### src/rtl/insn_loader.sv
// insn_loader: boot-time loader that streams a length-prefixed, XOR-checksummed
// byte image into instruction memory as little-endian 32-bit words.
//
// Ports:
//   clk, rst      clock and synchronous active-high reset
//   in_valid      in_data holds a byte
//   in_data       stream byte (count lo, count hi, 4*N data bytes, checksum)
//   in_ready      a byte can be accepted this cycle (low once DONE/ERR)
//   mem_w         one-cycle write strobe into instruction memory
//   mem_addr      write address, BASE_ADDR + word index
//   mem_w_v       write data
//   done          image loaded and checksum matched
//   err           header count too large or checksum mismatch
//   words_loaded  number of words written since reset
module insn_loader #(
    parameter logic [31:0] BASE_ADDR = 32'd0,
    parameter int unsigned MAX_WORDS = 4096
) (
    input  logic        clk,
    input  logic        rst,
    input  logic        in_valid,
    input  logic [7:0]  in_data,
    output logic        in_ready,
    output logic        mem_w,
    output logic [31:0] mem_addr,
    output logic [31:0] mem_w_v,
    output logic        done,
    output logic        err,
    output logic [15:0] words_loaded
);
    typedef enum logic [2:0] {HDR0, HDR1, DATA, CHK, DONE, ERR} state_t;

    state_t      state_q, state_d;
    logic [15:0] n_q, n_d;
    logic [15:0] word_idx_q, word_idx_d;
    logic [1:0]  byte_idx_q, byte_idx_d;
    logic [23:0] word_q, word_d;
    logic [7:0]  chk_q, chk_d;
    logic        mem_w_q, mem_w_d;
    logic [31:0] mem_addr_q, mem_addr_d;
    logic [31:0] mem_w_v_q, mem_w_v_d;
    logic [15:0] n_hdr;
    logic        acc;

    assign in_ready     = (state_q != DONE) && (state_q != ERR);
    assign acc          = in_valid && in_ready;
    assign n_hdr        = {in_data, n_q[7:0]};
    assign mem_w        = mem_w_q;
    assign mem_addr     = mem_addr_q;
    assign mem_w_v      = mem_w_v_q;
    assign done         = (state_q == DONE);
    assign err          = (state_q == ERR);
    assign words_loaded = word_idx_q;

    always_comb begin
        state_d    = state_q;
        n_d        = n_q;
        word_idx_d = word_idx_q;
        byte_idx_d = byte_idx_q;
        word_d     = word_q;
        chk_d      = chk_q;
        mem_w_d    = 1'b0;
        mem_addr_d = mem_addr_q;
        mem_w_v_d  = mem_w_v_q;
        if (acc) begin
            // the checksum byte itself is compared, never folded in
            chk_d = (state_q == CHK) ? chk_q : chk_q ^ in_data;
            case (state_q)
                HDR0: begin
                    n_d[7:0] = in_data;
                    state_d  = HDR1;
                end
                HDR1: begin
                    n_d     = n_hdr;
                    state_d = (32'(n_hdr) > MAX_WORDS) ? ERR : (n_hdr == 16'd0) ? CHK : DATA;
                end
                DATA: begin
                    byte_idx_d = byte_idx_q + 2'd1;
                    // low bytes arrive first, so shifting in from the top leaves them at the bottom
                    word_d     = {in_data, word_q[23:8]};
                    if (byte_idx_q == 2'd3) begin
                        mem_w_d    = 1'b1;
                        mem_w_v_d  = {in_data, word_q};
                        mem_addr_d = BASE_ADDR + 32'(word_idx_q);
                        word_idx_d = word_idx_q + 16'd1;
                        state_d    = (word_idx_d == n_q) ? CHK : DATA;
                    end
                end
                CHK:     state_d = (in_data == chk_q) ? DONE : ERR;
                default: state_d = state_q;
            endcase
        end
    end

    always_ff @(posedge clk) begin
        if (rst) begin
            state_q    <= HDR0;
            n_q        <= '0;
            word_idx_q <= '0;
            byte_idx_q <= '0;
            word_q     <= '0;
            chk_q      <= '0;
            mem_w_q    <= 1'b0;
            mem_addr_q <= '0;
            mem_w_v_q  <= '0;
        end else begin
            state_q    <= state_d;
            n_q        <= n_d;
            word_idx_q <= word_idx_d;
            byte_idx_q <= byte_idx_d;
            word_q     <= word_d;
            chk_q      <= chk_d;
            mem_w_q    <= mem_w_d;
            mem_addr_q <= mem_addr_d;
            mem_w_v_q  <= mem_w_v_d;
        end
    end
endmodule

### config.mk
export PLATFORM = sky130hd
export DESIGN_NAME = insn_loader
export DESIGN_NICKNAME = d
export VERILOG_FILES = /design/src/rtl/insn_loader.sv
export SDC_FILE = /design/constraint.sdc
export NUM_CORES = 1
export LEC_CHECK = 0
export CORE_MARGIN = 2
export CORE_UTILIZATION = 30
export CTS_CLUSTER_DIAMETER = 60
export CTS_CLUSTER_SIZE = 10
export DETAILED_ROUTE_END_ITERATION = 10
export PLACE_DENSITY_LB_ADDON = 0.3
export SETUP_SLACK_MARGIN = 0.1
export SYNTH_ARGS = -nofsm -noshare
export SYNTH_HDL_FRONTEND = slang
export SYNTH_SLANG_ARGS = --single-unit
### constraint.sdc
create_clock -name clk -period 2.45 [get_ports clk]
set_clock_uncertainty 0.05 [all_clocks]
set_input_delay 0.3675 -clock clk [delete_from_list [all_inputs] [get_ports clk]]
set_output_delay 0.3675 -clock clk [all_outputs]
set_load 0.005 [all_outputs]
==> results.yml <==
die:
  io_pins: 95
  core_mm2: 0.0166
  num_rows: 47
  die-area_mm2: 0.0181
  die_h_um: 135
  die_x_um: 135
  start_util_pct: 30.7
global_route:
  gr-total-overflow: 0
  grt_max_degree: 40
  gr-usage-all-layers_pct: 15.2
  grt_pass1_vias: 4139
  antenna_found_initial: 0
  grt_pass1_wl_um: 21500
drt:
  wl_um: 13300
  dr.first_iter.drc_count: 204
  wire_per_inst_um: 13.8
  drc: 0
  routed_via_density: 4.52
  firstDrtPassIters: 4
  ant_nets: 0
  via_count: 4352
critical_path:
  cp_top_family: "buffers and inverters"
  slowest_delay_ns: 0.52
  crit_slowest_cell: "dfxtp_1"
  worstSetupPathType: "reg2out"
  path_buf_inv: 2
  start_kind: "register"
  end_kind: "output port"
  crit_path_cell_trace: "inv_1 -> nor2_1 -> clkdlybuf4s50_1"
  required_ns: 2.03
  path_max_fanout: 10
  arrival_ns: 1.75
placement:
  port_buffers: 78
  gp_congestion: 0.818
  postPlaceCellArea_mm2: 0.00616
  hpwl_um: 9030
logic_synthesis:
  synthFlopType: "dfxtp_1"
  synth_top_area_share_pct: 46.2
  ys_seq_area_share_pct: 46.2
  ys_top_cells_by_count: "201 x nand2_1, 118 x dfxtp_1, 93 x a21oi_1"
  synth_cell_type_count: 51
  async_reset_ff_share_pct: 0
  synth_largest_area_cell: "dfxtp_1"
  synth_edf_count: 0
  ys_ff_latch: 118
  synth_most_common_cell: "nand2_1"
  ys_top_cells_by_area: "dfxtp_1 46%, nand2_1 15%, a21oi_1 9.1%"
  synth_area_per_cell_um2: 7.91
  syn_inst: 646
  syn-cell-area_mm2: 0.00511
  ys_warn_count: 0
layout:
  diodes: 0
  area_delta_synth_final_pct: 31.6
  final_util_pct: 40.4
  stdcell_area_mm2: 0.00673
  drive_gt1_share_pct: 10.6
  nets: 743
timing:
  rsz0062_at_grt: "false"
  hold_violations: 0
  report.final.slew_viol_count: 0
  fin_crit_sh_pct: 88.3
  fmax_ghz: 0.462
  fin_crit_ns: 2.16
  fin_tns_setup_ns: 0
  slew_headroom_pct: 61.3
  tightest_slew_ns: 0.581
  finalSetupViolations: 0
  finalHoldWorstSlack_ns: 0.297
cts:
  post-cts-setup-buffers: 0
  cts_tree: "done"
  path_clk_slew_ns: 0.05
  postCtsHoldBufs: 0
  clock_sink_count: 118
  cts-resized-gates: 0
  cts.path.max_buffers: 2
  cts_buffers: 17
  clk-insertion-delay-late_ns: 0.42
  htreeDepth: 4
  cts_root_buf: "clkbuf_16"
power_and_ir_drop:
  p_per_area_mw_per_mm2: 687
  leakagePower_nw: 2.33
  ir_worst_vdd_mv: 0.496
outcome:
  status: "finished, final reports clean"
run:
  drv_cap: 0
hold_path:
  hold_class: "in2reg"
cell families after synthesis:
group                      count (synthesis)  synth area share (%)
AOI/OAI and AO/OA                        109                  11.6
adders and majority gates                  2                 0.489
and+or+nand+nor                          296                  25.6
DFF                                      118                  46.2
other                                      1                0.0734
xor gates and xnor gates                  53                  9.08
muxes                                      2                 0.416
buffers and inverters                     65                  6.56
stage by stage:
stage	setup WS, ns	power, mW	instances
2_1_floorplan	0.536	2.20	661
3_3_place_gp	0.161	2.26	931
3_5_place_dp	0.196	2.26	931
4_1_cts	0.270	4.67	963
5_1_grt	0.169	4.78	963
6_report	0.287	4.62	963
placed cells by master, fill, tap and decap left out, drive strengths merged, types with 2 or more instances in the layout:
cell type,netlist,routed
bufinv,0,2
a21oi,93,93
a31oi,2,2
nor4b,2,2
buf,36,34
dfxtp,118,118
nor2b,4,4
o21ai,2,2
clkinv,0,8
xor2,23,23
nand3,10,10
clkbuf,25,19
nor4,10,10
inv,4,4
a31o,2,2
ha,2,2
nand4,7,7
clkinvlp,0,3
nand2,204,204
nor3,8,8
a211oi,2,2
clkdlybuf4s50,0,77
nand2b,3,3
conb,1,16
nor2,41,41
xnor2,30,30
worst reg2reg max path: cells and delay by family (launching register included):
family	cells	cell delay, ns
flops	1	0.46
mux	1	0.35
compound gates	3	0.69
simple gates	2	0.46
metal layers:
layer  up-vias  share of wire (%)  global-route usage (%)
met3        18                4.9                    4.35
met4         0                1.8                    6.32
met5         -                  0                       0
met2        96                 44                    22.3
met1      1986                 50                    20.8
li1       2252                  -                       -
state kept, by name (all words and copies together) (netlist names):
register,cells
byte_idx_q,2
word_q,24
state_q,3
mem_w,1
mem_addr,16
mem_w_v,32
chk_q,8
n_q,16
words_loaded,16
area by class of cell:
class	count	area, um^2
inverters	4	15.0
fillers	1726	9910
well taps	220	275
multi-input cells	478	2470
clock buffers	19	433
flip-flops and latches	118	2360
clock inverters	13	134
repair buffers	111	1040
worst paths after layout:
path / from / endpoint / slack [ns] / cells after the start
min reg2reg: mem_addr[3]$_SDFFE_PP0P_ / mem_addr[3]$_SDFFE_PP0P_ / 0.40 / 2
max reg2reg: words_loaded[5]$_SDFFE_PP0P_ / state_q[0]$_SDFFE_PP0P_ / 0.39 / 6
min: rst / words_loaded[7]$_SDFFE_PP0P_ / 0.30 / 2
max: state_q[0]$_SDFFE_PP0P_ / err / 0.29 / 3
where the power goes:
group	leakage, nW	internal (mW)	total, mW	switching, mW
clock network	0.272	1.49	2.40	0.915
logic	1.11	0.100	0.238	0.138
registers	0.954	1.95	1.98	0.0320
No activity file was read; power rests on OpenSTA's default activity.
